`src/rtl/calc_pkg.sv`:
```
// Shared calculator definitions: operand geometry, entry FSM encoding and
// a BCD code check used by the operand entry front end.
package calc_pkg;

    localparam int BCD_DIGITS = 10;
    localparam int VAL_W      = 4 * BCD_DIGITS;

    // One-hot entry FSM encoding; each bit is directly a flop output.
    typedef enum logic [2:0] {
        ENT_IDLE   = 3'b001,
        ENT_COMMIT = 3'b010,
        ENT_FLUSH  = 3'b100
    } ent_state_e;

    function automatic logic is_bcd_digit(input logic [3:0] code);
        return (code <= 4'd9);
    endfunction

endpackage

```
`src/rtl/button_debouncer.sv`:
```
// Two-flop synchronizer, stability counter and rising-edge press pulse for
// one bouncy push button. Releases are accepted silently.
module button_debouncer #(
    parameter int DEBOUNCE_CYCLES = 500000,
    parameter int CNT_W           = 19
) (
    input  logic clk,
    input  logic reset_button,
    input  logic raw_i,
    output logic rise_o
);

    logic             sync1_q, sync2_q;
    logic             stable_q, stable_d;
    logic [CNT_W-1:0] cnt_q, cnt_d;
    logic             rise_q, rise_d;

    localparam logic [CNT_W-1:0] CNT_LAST = CNT_W'(DEBOUNCE_CYCLES - 1);

    always_ff @(posedge clk or posedge reset_button) begin
        if (reset_button) begin
            sync1_q <= 1'b0;
            sync2_q <= 1'b0;
        end else begin
            sync1_q <= raw_i;
            sync2_q <= sync1_q;
        end
    end

    // Any return to the accepted level reloads the counter, so a
    // two-level input restarts its count on every bounce.
    always_comb begin
        stable_d = stable_q;
        cnt_d    = cnt_q;
        rise_d   = 1'b0;
        if (sync2_q == stable_q) begin
            cnt_d = '0;
        end else if (cnt_q == CNT_LAST) begin
            cnt_d    = '0;
            stable_d = sync2_q;
            rise_d   = sync2_q;
        end else begin
            cnt_d = cnt_q + 1'b1;
        end
    end

    always_ff @(posedge clk or posedge reset_button) begin
        if (reset_button) begin
            stable_q <= 1'b0;
            cnt_q    <= '0;
            rise_q   <= 1'b0;
        end else begin
            stable_q <= stable_d;
            cnt_q    <= cnt_d;
            rise_q   <= rise_d;
        end
    end

    assign rise_o = rise_q;

endmodule

```
`src/rtl/operand_entry.sv`:
```
// Calculator front end: debounced buttons build a signed BCD operand and a
// clean enter strobe; the operand is frozen during the strobe, then flushed.
module operand_entry
    import calc_pkg::*;
#(
    parameter int DEBOUNCE_CYCLES = 500000,
    parameter int CNT_W           = 19,
    parameter int ENTER_HOLD      = 4,
    parameter int MAX_DIGITS      = BCD_DIGITS
) (
    input  logic             clk,
    input  logic             reset_button,
    input  logic             key_raw,
    input  logic [3:0]       key_digit,
    input  logic             enter_raw,
    input  logic             neg_raw,
    input  logic             clr_raw,
    output logic [VAL_W-1:0] in_val,
    output logic             in_sign,
    output logic             enter_button,
    output logic [3:0]       digit_count,
    output logic             overflow,
    output logic [2:0]       dbg_state
);

    localparam int              HOLD_W    = $clog2(ENTER_HOLD + 1);
    localparam logic [HOLD_W-1:0] HOLD_LAST = HOLD_W'(ENTER_HOLD - 1);
    localparam logic [3:0]      MAX_CNT   = 4'(MAX_DIGITS);

    logic key_ev, enter_ev, neg_ev, clr_ev;

    ent_state_e        state_q, state_d;
    logic [HOLD_W-1:0] hold_q, hold_d;
    logic [VAL_W-1:0]  val_q, val_d;
    logic              sign_q, sign_d;
    logic [3:0]        cnt_q, cnt_d;
    logic              ovf_q, ovf_d;

    button_debouncer #(.DEBOUNCE_CYCLES(DEBOUNCE_CYCLES), .CNT_W(CNT_W)) u_db_key (
        .clk(clk), .reset_button(reset_button), .raw_i(key_raw), .rise_o(key_ev));
    button_debouncer #(.DEBOUNCE_CYCLES(DEBOUNCE_CYCLES), .CNT_W(CNT_W)) u_db_enter (
        .clk(clk), .reset_button(reset_button), .raw_i(enter_raw), .rise_o(enter_ev));
    button_debouncer #(.DEBOUNCE_CYCLES(DEBOUNCE_CYCLES), .CNT_W(CNT_W)) u_db_neg (
        .clk(clk), .reset_button(reset_button), .raw_i(neg_raw), .rise_o(neg_ev));
    button_debouncer #(.DEBOUNCE_CYCLES(DEBOUNCE_CYCLES), .CNT_W(CNT_W)) u_db_clr (
        .clk(clk), .reset_button(reset_button), .raw_i(clr_raw), .rise_o(clr_ev));

    always_ff @(posedge clk or posedge reset_button) begin
        if (reset_button) begin
            state_q <= ENT_IDLE;
        end else begin
            state_q <= state_d;
        end
    end

    // A clear in the same cycle as enter wins and swallows the enter.
    always_comb begin
        state_d = state_q;
        unique case (state_q)
            ENT_IDLE:   if (enter_ev && !clr_ev) state_d = ENT_COMMIT;
            ENT_COMMIT: if (hold_q == HOLD_LAST) state_d = ENT_FLUSH;
            ENT_FLUSH:  state_d = ENT_IDLE;
            default:    state_d = ENT_IDLE;
        endcase
    end

    always_comb begin
        enter_button = (state_q == ENT_COMMIT);
        dbg_state    = state_q;
    end

    always_comb begin
        val_d  = val_q;
        sign_d = sign_q;
        cnt_d  = cnt_q;
        ovf_d  = ovf_q;
        hold_d = hold_q;
        unique case (state_q)
            ENT_IDLE: begin
                hold_d = '0;
                if (clr_ev) begin
                    val_d  = '0;
                    sign_d = 1'b0;
                    cnt_d  = '0;
                    ovf_d  = 1'b0;
                end else if (enter_ev) begin
                    // Operand stays as is; the FSM takes over.
                end else if (key_ev) begin
                    if (is_bcd_digit(key_digit)) begin
                        if (cnt_q == 4'd0 && key_digit == 4'd0) begin
                            // Leading zero carries no value.
                        end else if (cnt_q < MAX_CNT) begin
                            val_d = {val_q[VAL_W-5:0], key_digit};
                            cnt_d = cnt_q + 4'd1;
                        end else begin
                            ovf_d = 1'b1;
                        end
                    end
                end else if (neg_ev) begin
                    sign_d = ~sign_q;
                end
            end
            ENT_COMMIT: begin
                hold_d = hold_q + 1'b1;
            end
            default: begin
                val_d  = '0;
                sign_d = 1'b0;
                cnt_d  = '0;
                ovf_d  = 1'b0;
                hold_d = '0;
            end
        endcase
    end

    always_ff @(posedge clk or posedge reset_button) begin
        if (reset_button) begin
            val_q  <= '0;
            sign_q <= 1'b0;
            cnt_q  <= '0;
            ovf_q  <= 1'b0;
            hold_q <= '0;
        end else begin
            val_q  <= val_d;
            sign_q <= sign_d;
            cnt_q  <= cnt_d;
            ovf_q  <= ovf_d;
            hold_q <= hold_d;
        end
    end

    assign in_val      = val_q;
    assign in_sign     = sign_q;
    assign digit_count = cnt_q;
    assign overflow    = ovf_q;

endmodule

```
`config.mk`:
```
export PLATFORM = sky130hd
export DESIGN_NAME = operand_entry
export DESIGN_NICKNAME = d
export VERILOG_FILES = /design/src/rtl/calc_pkg.sv /design/src/rtl/button_debouncer.sv /design/src/rtl/operand_entry.sv
export SDC_FILE = /design/constraint.sdc
export NUM_CORES = 1
export LEC_CHECK = 0
export BUFFER_PORTS_ARGS = -buffer_cell sky130_fd_sc_hd__buf_4
export CAP_MARGIN = 25
export CORE_MARGIN = 2
export CORE_UTILIZATION = 35
export CTS_CLUSTER_DIAMETER = 120
export DETAILED_ROUTE_END_ITERATION = 12
export PLACE_DENSITY = 0.52
export SETUP_SLACK_MARGIN = 0.15
export SLEW_MARGIN = 20
export SYNTH_ARGS = -nofsm -noshare
export SYNTH_HDL_FRONTEND = slang
export SYNTH_SLANG_ARGS = --single-unit
```
`constraint.sdc`:
```
create_clock -name clk -period 5.45 [get_ports clk]
set_input_delay 1.09 -clock clk [delete_from_list [all_inputs] [get_ports clk]]
set_output_delay 1.09 -clock clk [all_outputs]
set_load 0.01 [all_outputs]
```
==> results of run 1 <==
## power by group through the flow
stage	logic, mW	clock network, mW	registers (mW)
2_1_floorplan	0.0396	0	1.11
3_3_place_gp	0.0570	0	1.11
3_5_place_dp	0.0581	0	1.11
4_1_cts	0.0585	1.19	1.09
5_1_grt	0.0659	1.24	1.09
6_report	0.0559	1.16	1.09
## registers in the layout (all words and copies together) (netlist names), 3 cells and up
| name | cells |
|---|---|
| in_val | 40 |
| digit_count | 4 |
| u_db_key.cnt_q | 19 |
| hold_q | 3 |
| u_db_clr.cnt_q | 19 |
| u_db_enter.cnt_q | 19 |
| dbg_state | 3 |
| u_db_neg.cnt_q | 19 |
## cell usage in the layout, fill, tap and decap left out, types with 3 or more instances in the layout
cell type	instances
a21oi_1	20
a22o_1	41
and2_1	6
and3_1	4
and3b_1	4
and4_1	11
buf_4	62
clkbuf_16	17
clkinv_2	3
clkinv_4	4
clkinvlp_4	3
dfrtp_1	143
ha_1	8
inv_1	17
mux2_2	4
nand2_1	33
nand3_1	27
nand4_1	16
nor2_1	69
nor3_1	9
nor4_1	16
nor4b_1	3
o21ai_0	14
o31ai_1	9
or3_1	14
or4_1	9
or4b_1	5
xnor2_1	30
xor2_1	25
## worst paths after layout
check,slack [ns],to,start
worst max-delay path,2.65,enter_button,dbg_state[2]
worst min-delay path,0.35,u_db_neg.sync2_q,u_db_neg.sync1_q
worst max register to register,2.94,in_val[37],digit_count[1]
worst min register to register,0.35,u_db_neg.sync2_q,u_db_neg.sync1_q
max in group asynchronous,3.71,u_db_clr.cnt_q[11],reset_button
min in group asynchronous,0.80,in_val[0],reset_button
## cells by family after synthesis
family	after synthesis
and+or+nand+nor	239
buffers and inverters	37
DFF	144
muxes	6
AOI/OAI and AO/OA	92
adders and majority gates	8
xor gates and xnor gates	55
## metal layers
metal | share of wire, % | track usage (%) | wire length [um]
met1 | 50 | 19.2 | 6650
met2 | 45 | 22.1 | 6020
met3 | 3.5 | 4.42 | 467
met4 | 1.1 | 4.63 | 142
met5 | 0 | 0 | 0
## metrics by stage
| step | area, um^2 | hold WS, ns | worst slack [ns] | std cells | util, % |
|---|---|---|---|---|---|
| 2_1_floorplan | 6400 | 0.331 | 0.495 | 581 | - |
| 4_1_cts | 7670 | 0.356 | 2.63 | 885 | 42.7 |
| 3_3_place_gp | 7080 | 0.337 | 2.44 | 853 | 39.4 |
| 6_report | 7700 | 0.351 | 2.65 | 886 | 42.9 |
| 5_1_grt | 7700 | 0.362 | 2.57 | 886 | 42.9 |
| 3_5_place_dp | 7080 | 0.342 | 2.42 | 853 | 39.4 |
## area by class of cell
cell class,count,share of cell area [%]
Clock buffer,17,5.52
Clock inverter,15,2.10
Inverter,18,0.975
Multi-Input combinational cell,400,34.5
Sequential cell,144,46.8
Tap cell,229,3.72
Timing Repair Buffer,63,6.40
## critical path, cell delays in order (launching register included)
cell     delay (ns)
dfrtp_1        0.44
or3b_1         0.48
inv_1          0.20
buf_4          0.17
==> out/qor.yml, run 1 <==
global_routing:
  grt_pass1_vias: 4516
  grt_usage_pct: 14.3
  antenna_found_initial: 0
  grt_overflow_total: 0
  grt_max_degree: 116
  grt_pass1_wl_um: 22400
synthesis:
  async_flop_share_pct: 100
  synth_compound_area_share_pct: 10.9
  synth-xor-area-share_pct: 7.53
  synth_edf_count: 0
  synthSimpleGateAreaFrac_pct: 20.3
  synth_area_leader_cell: "dfrtp_1"
  ys_warn_count: 0
  ys_top_cells_by_count: "dfrtp_1, nor2_1, a22o_1"
  yosysMostFrequentCell: "dfrtp_1"
  syn-cell-area_um2: 6400
  syn_avg_cell_area_um2: 11.0
  ys_ff_latch: 144
  synth-main-ff-cell: "dfrtp_1"
  synth.area.top_cells: "dfrtp_1, a22o_1, xnor2_1"
  post_synth_num_cell_types: 46
  syn_inst: 581
  synth_top_area_share_pct: 55.9
  yosysSeqAreaShare_pct: 56.4
  synth_top_family_by_area: "simple AND/OR/NAND/NOR gates"
  synth.mux.area_fraction_pct: 1.04
  syn_nets: 599
  synthAdderAreaFrac_pct: 1.56
drt:
  num_vias: 4603
  drcViolationCount: 0
  drt-wirelength-per-cell_um: 15.0
  drt-pass1-iter-count: 4
  wl_um: 13300
  ant_nets: 0
  drtIter0Drc: 241
  vias_per_cell: 5.20
cts:
  postCtsSetupBuffers: 0
  cts_resized: 0
  ctsLongestPathBuffers: 2
  root_buffer: "clkbuf_16"
  ctsHtreeMaxLevel: 4
  cts_tree: "yes"
  cts.sinks: 144
  clk_pin_slew_ns: 0.06
  numCtsBuffers: 17
  worst_skew_pair.late_latency_ns: 0.43
  hold_buffers: 0
timing:
  finClkSkew_ns: 0.00691
  final.period_utilization_pct: 51.3
  drv_slew: 0
  tightestPinTransition_ns: 0.794
  fin_crit_ns: 2.80
  rsz0062_at_grt: "no"
  setup_viol: 0
  hold_viol: 0
  tns_ns: 0
  clock.fmax_ghz: 0.358
  slew_headroom_pct: 47.1
floorplanning:
  rows: 49
  start_util_pct: 35.6
  die_x_um: 139
  coreArea_um2: 18000
  die_h_um: 139
  die-area_um2: 19400
  io-pin-count: 60
placed_design:
  dpl.hpwl_um: 8780
  io_buffers: 59
  globalplace.congestion: 0.828
worst_setup_path:
  required_ns: 4.36
  path_class: "reg2out"
  crit_fanout: 7
  cp-end-kind: "primary output"
  start_kind: "flop"
  crit_arrival_ns: 1.71
  rr_worst_depth: 7
power_and_ir_drop:
  power_density_nw_per_um2: 299
  vdd_drop_max_v: 0.000202
  clockPowerShare_pct: 50.3
  intPower_mw: 1.77
  seq_power_share_pct: 47.3
  power.share.switching_pct: 23.0
  leakage_nw: 3.38
  finalPower_mw: 2.30
  switchingPower_mw: 0.529
  power_frac_comb_pct: 2.4
run_status:
  status: "completed"
cells_and_area:
  area_growth_pct: 20.4
  antenna_cells: 0
  drive_above_1_share_pct: 16.7
  seq_area_um2: 3600
  multi_input_area_um2: 2660
  num-nets-final: 662
  fillers: 1707
flow_run:
  cap_violations: 0
min_path:
  whs_path_depth: 0
  hp-class: "reg2reg"
No activity file was read; power rests on OpenSTA's default activity.
==> run 2: changes to the inputs <==
- PLACE_DENSITY: 0.52 -> 0.54
- clock period: 5.45 -> 2.5 ns (I/O delays scaled with it)
==> run 2 against run 1 <==
Die area unchanged. Critical endpoint unchanged. Combinational power increased by 130%. Setup slack got worse by 2.4 ns. Clock skew is 0.0025 ns higher. Largest cell class unchanged. Highest routed layer unchanged.
==> out/qor.yml, run 2 (synthesized netlist as in run 1, its figures left out) <==
cts:
  numCtsBuffers: 17  # unchanged
  worst_skew_pair.late_latency_ns: 0.42  # was 0.43 ns
  ctsHtreeMaxLevel: 4  # unchanged
  root_buffer: "clkbuf_16"  # unchanged
  clk_pin_slew_ns: 0.06  # about the same
  cts.sinks: 144  # unchanged
  ctsLongestPathBuffers: 2  # unchanged
  postCtsSetupBuffers: 0  # unchanged
  cts_tree: "yes"  # unchanged
timing:
  drv_slew: 0  # unchanged
  fin_crit_ns: 2.20
  fin_worst_hold_slack_ns: 0.186  # was 0.351 ns
  rsz0062_at_grt: "no"  # unchanged
  setup_viol: 0  # unchanged
  setup_ws_ns: 0.304  # was 2.65 ns
  tightestPinTransition_ns: 0.704  # was 0.794 ns
  tns_ns: 0  # unchanged
  clock.fmax_ghz: 0.455
  final.period_utilization_pct: 87.9
  hold_viol: 0  # unchanged
  slew_headroom_pct: 52.9  # was 47.1%
  finClkSkew_ns: 0.00946  # was 0.00691 ns
power_and_ir_drop:
  finalPower_mw: 5.12  # was 2.30 mW
  leakage_nw: 3.41  # was 3.38 nW
  clockPowerShare_pct: 51.1  # was 50.3%
  power.share.switching_pct: 21.6  # was 23.0%
  switchingPower_mw: 1.10  # was 0.529 mW
  seq_power_share_pct: 46.4  # was 47.3%
  power_frac_comb_pct: 2.5  # was 2.4%
  intPower_mw: 4.02  # was 1.77 mW
  vdd_drop_max_v: 0.000389  # was 0.000202 V
  power_density_nw_per_um2: 658  # was 299 nW/um^2
cells_and_area:
  final_common_cell: "dfrtp_1"  # unchanged
  antenna_cells: 0  # unchanged
  finish.utilization_pct: 43.3  # was 42.9%
  final_area_um2: 7790  # was 7700 um^2
  final_cell_mix: "dfrtp_1, nor2_1, buf_4, a22o_1, nand2_1"  # unchanged
  area_growth_pct: 21.7  # was 20.4%
  largest_reg_flops: 40  # unchanged
  num-nets-final: 670  # was 662
  drive_above_1_share_pct: 17.8  # was 16.7%
  instances_no_fill: 893  # was 886
global_routing:
  grt_pass1_vias: 4643  # was 4516
  grt_overflow_total: 0  # unchanged
  grt_pass1_wl_um: 23100  # was 22400 um
  grt_usage_pct: 14.6  # was 14.3%
  antenna_found_initial: 0  # unchanged
  grt_max_degree: 91  # was 116
floorplanning:
  start_util_pct: 35.6  # unchanged
  coreArea_um2: 18000  # unchanged
  die_h_um: 139  # unchanged
  die-area_um2: 19400  # unchanged
  io-pin-count: 60  # unchanged
  rows: 49  # unchanged
  die_x_um: 139  # unchanged
drt:
  wl_um: 13500  # was 13300 um
  drt-wirelength-per-cell_um: 15.1  # was 15.0 um
  ant_nets: 0  # unchanged
  drcViolationCount: 0  # unchanged
  num_vias: 4688  # was 4603
  drtIter0Drc: 278  # was 241
  vias_per_cell: 5.25  # was 5.20
  drt-pass1-iter-count: 4  # unchanged
worst_setup_path:
  worstPathCellList: "or3b_1 -> inv_1 -> buf_4"  # unchanged
  crit_fanout: 7  # unchanged
  max_stage_delay_ns: 0.47  # was 0.48 ns
  path_class: "reg2out"  # unchanged
  start_kind: "flop"  # unchanged
  slowest_stage: "or3b_1"  # unchanged
  required_ns: 2.00  # was 4.36 ns
  crit_arrival_ns: 1.70  # was 1.71 ns
  cp-end-kind: "primary output"  # unchanged
placed_design:
  dp_cells: 861  # was 853
  globalplace.congestion: 0.763  # was 0.828
  io_buffers: 59  # unchanged
  post-place-ws_ns: 0.106  # was 2.42 ns
  dpl.hpwl_um: 9150  # was 8780 um
  dpl_cell_area_um2: 7160  # was 7080 um^2
flow_run:
  cap_violations: 0  # unchanged
run_status:
  status: "completed"  # unchanged
min_path:
  hp-class: "in2reg"  # was reg2reg
run 2: critical path: cells and delay by family, from the launching register on:
kind	cells	cell delay, ns
buffers and inverters	2	0.37
AND/OR/NAND/NOR	1	0.47
flip-flops	1	0.44
run 2: layout make-up:
class                      count  area, um^2
inverter                      18        71.3
tap                          229         287
multi-input combinational    401        2680
sequential                   144        3600
timing repair buffer          70         538
clock buffer                  19         453
fill                        1696       10200
clock inverter                12         158
run 2: path summary, 6_finish.rpt:
| kind | start | end | slack, ns | depth (start not counted) |
|---|---|---|---|---|
| max | dbg_state[2] | enter_button | 0.30 | 3 |
| min | enter_raw | u_db_enter.sync1_q | 0.19 | 1 |
| max reg2reg | u_db_key.cnt_q[14] | u_db_key.cnt_q[9] | 0.35 | 4 |
| min reg2reg | u_db_clr.sync1_q | u_db_clr.sync2_q | 0.35 | 0 |
| max in group asynchronous | reset_button | u_db_clr.cnt_q[14] | 1.68 | 3 |
| min in group asynchronous | reset_button | u_db_enter.sync2_q | 0.20 | 3 |
run 2: what timing repair did:
action,CTS,global route
setup endpoints to repair,42,22
resized for setup,1,1
cloned,1,0
pin swaps,1,0
hold buffers,0,0
run 2: power by group through the flow:
stage / Combinational, mW / Clock [mW] / Sequential [mW]
detailed placement: 0.136 / 0 / 2.42
global placement: 0.131 / 0 / 2.42
floorplan: 0.0867 / 0 / 2.41
CTS: 0.137 / 2.68 / 2.37
finish: 0.130 / 2.62 / 2.37
global route: 0.154 / 2.78 / 2.38
run 2: per-layer routing:
layer | vias to the layer above | part of all wire [%] | GRT usage, %
met1 | 2356 | 49 | 20.3
met3 | 15 | 3.3 | 3.35
met5 | - | 0 | 0
met4 | 0 | 1.5 | 5.53
met2 | 75 | 46 | 22.4
li1 | 2242 | - | -
==> run 3: changes to the inputs <==
- CTS_BUF_LIST: unset -> sky130_fd_sc_hd__clkbuf_8
==> run 3 against run 2 <==
Non-clock buffer count stayed put. Largest power group is now registers. Critical endpoint unchanged. Critical path depth unchanged. Final cell count unchanged. Sequential power barely moved. Worst hold slack worse by 0.034 ns. Cell area fell by 2.5%. Combinational power barely moved. Utilization fell by 1.1 points. Clock power decreased by 26%.
==> out/qor.yml, run 3 (synthesized netlist as in run 1, its figures left out) <==
power_and_ir_drop:
  power_frac_comb_pct: 2.9  # was 2.5%
  vdd_drop_max_v: 0.000291  # was 0.000389 V
  leakage_nw: 3.32  # was 3.41 nW
  clockPowerShare_pct: 43.8  # was 51.1%
  power.share.switching_pct: 23.0  # was 21.6%
  power_density_nw_per_um2: 586  # was 658 nW/um^2
  switchingPower_mw: 1.02  # was 1.10 mW
  intPower_mw: 3.43  # was 4.02 mW
  seq_power_share_pct: 53.2  # was 46.4%
placed_design:
  globalplace.congestion: 0.763  # unchanged
  io_buffers: 59  # unchanged
  dpl.hpwl_um: 9150  # unchanged
global_routing:
  grt_overflow_total: 0  # unchanged
  antenna_found_initial: 0  # unchanged
  grt_pass1_vias: 4623  # was 4643
  grt_pass1_wl_um: 23100  # unchanged
  grt_max_degree: 91  # unchanged
  grt_usage_pct: 14.6  # about the same
drt:
  num_vias: 4708  # was 4688
  wl_um: 13500  # about the same
  drt-pass1-iter-count: 4  # unchanged
  vias_per_cell: 5.27  # was 5.25
  drt-wirelength-per-cell_um: 15.1  # about the same
  ant_nets: 0  # unchanged
  drcViolationCount: 0  # unchanged
  drtIter0Drc: 220  # was 278
worst_setup_path:
  crit_buf_inv: 2  # unchanged
  slowest_stage: "or3b_1"  # unchanged
  cp-end-kind: "primary output"  # unchanged
  max_stage_delay_ns: 0.48  # was 0.47 ns
  worstPathCellList: "or3b_1 -> inv_2 -> buf_4"  # was or3b_1 -> inv_1 -> buf_4
  start_kind: "flop"  # unchanged
  crit_arrival_ns: 1.67  # was 1.70 ns
  required_ns: 2.00  # about the same
  critPathTopFamily: "simple AND/OR/NAND/NOR gates"  # unchanged
  crit_fanout: 7  # unchanged
  path_class: "reg2out"  # unchanged
cells_and_area:
  multi_input_area_um2: 2680  # unchanged
  num-nets-final: 670  # unchanged
  largest_reg_flops: 40  # unchanged
  antenna_cells: 0  # unchanged
  area_growth_pct: 18.7  # was 21.7%
  drive_above_1_share_pct: 17.9  # was 17.8%
  fillers: 1719  # was 1696
  final_common_cell: "dfrtp_1"  # unchanged
  seq_area_um2: 3600  # unchanged
  final_cell_mix: "dfrtp_1, nor2_1, buf_4, a22o_1, nand2_1"  # unchanged
  finish.utilization_pct: 42.3  # was 43.3%
cts:
  cts_tree: "yes"  # unchanged
  numCtsBuffers: 17  # unchanged
  postCtsSetupBuffers: 0  # unchanged
  ctsLongestPathBuffers: 2  # unchanged
  ctsHtreeMaxLevel: 4  # unchanged
  clk_pin_slew_ns: 0.08  # was 0.06 ns
  root_buffer: "clkbuf_8"  # was clkbuf_16
  hold_buffers: 0  # unchanged
  cts.sinks: 144  # unchanged
  worst_skew_pair.late_latency_ns: 0.45  # was 0.42 ns
floorplanning:
  coreArea_um2: 18000  # unchanged
  io-pin-count: 60  # unchanged
  start_util_pct: 35.6  # unchanged
  die_x_um: 139  # unchanged
  die-area_um2: 19400  # unchanged
  rows: 49  # unchanged
  die_h_um: 139  # unchanged
timing:
  drv_slew: 0  # unchanged
  finClkSkew_ns: 0.0126  # was 0.00946 ns
  setup_viol: 0  # unchanged
  fin_worst_hold_slack_ns: 0.153  # was 0.186 ns
  hold_viol: 0  # unchanged
  clock.fmax_ghz: 0.462  # was 0.455 GHz
  fin_crit_ns: 2.17  # was 2.20 ns
  slew_headroom_pct: 52.4  # was 52.9%
  tns_ns: 0  # unchanged
  tightestPinTransition_ns: 0.713  # was 0.704 ns
  rsz0062_at_grt: "no"  # unchanged
  final.period_utilization_pct: 86.6  # was 87.9%
flow_run:
  cap_violations: 0  # unchanged
run_status:
  status: "completed"  # unchanged
min_path:
  hp-class: "in2reg"  # unchanged
run 3: cell count changes in the layout (fill, tap and decap cells not counted):
| cell | previous run | this run |
|---|---|---|
| clkbuf_8 | 2 | 19 |
| clkbuf_16 | 17 | 0 |
| inv_2 | 0 | 1 |
| inv_1 | 17 | 16 |
run 3: routing by layer:
metal  global-route usage (%)  routed length, um
met1                     20.5               6600
met2                     22.1               6200
met3                     3.76                483
met4                     5.05                189
met5                        0                  0
run 3: power by group through the flow:
stage          Combinational, mW  Sequential [mW]  Clock (mW)
2_1_floorplan             0.0867             2.41           0
3_3_place_gp               0.131             2.42           0
3_5_place_dp               0.136             2.42           0
4_1_cts                    0.137             2.37        2.01
5_1_grt                    0.154             2.37        2.12
6_report                   0.131             2.37        1.95
run 3: path summary, 6_finish.rpt:
kind	start	slack, ns	end	cells after the start
hold / removal	enter_raw	0.15	u_db_enter.sync1_q	1
setup reg to reg	u_db_key.cnt_q[14]	0.35	u_db_key.cnt_q[8]	4
hold reg to reg	u_db_key.sync1_q	0.35	u_db_key.sync2_q	0
min in group asynchronous	reset_button	0.16	u_db_enter.sync2_q	3
setup / recovery	dbg_state[2]	0.33	enter_button	3
max in group asynchronous	reset_button	1.73	u_db_clr.cnt_q[13]	3
run 3: final cells by class:
cell class	count	area share (%)
clock buffer	19	3.44
inverter	18	0.939
clock inverter	12	2.08
sequential	144	47.5
multi-input combinational	401	35.2
timing repair buffer	70	7.08
tap	229	3.77
run 3: worst reg2reg max path: cells and delay by family, from the launching register on:
family	cells	cell delay [ns]
simple gates	3	1.21
flops	1	0.42
compound gates	1	0.41
run 3: repair_timing:
action,in CTS,in global routing
cloned,1,0
resized for setup,1,2
endpoints found under the setup margin,42,29
pin swaps,1,0
run 3: through the flow:
step	cell area (um^2)	power, mW	instances	setup WS, ns
after floorplan	6400	2.50	581	0.196
after global placement	7160	2.55	861	0.0913
after detailed placement	7160	2.55	861	0.106
after CTS	7590	4.52	893	0.237
after global routing	7590	4.64	893	0.195
final	7590	4.45	893	0.334
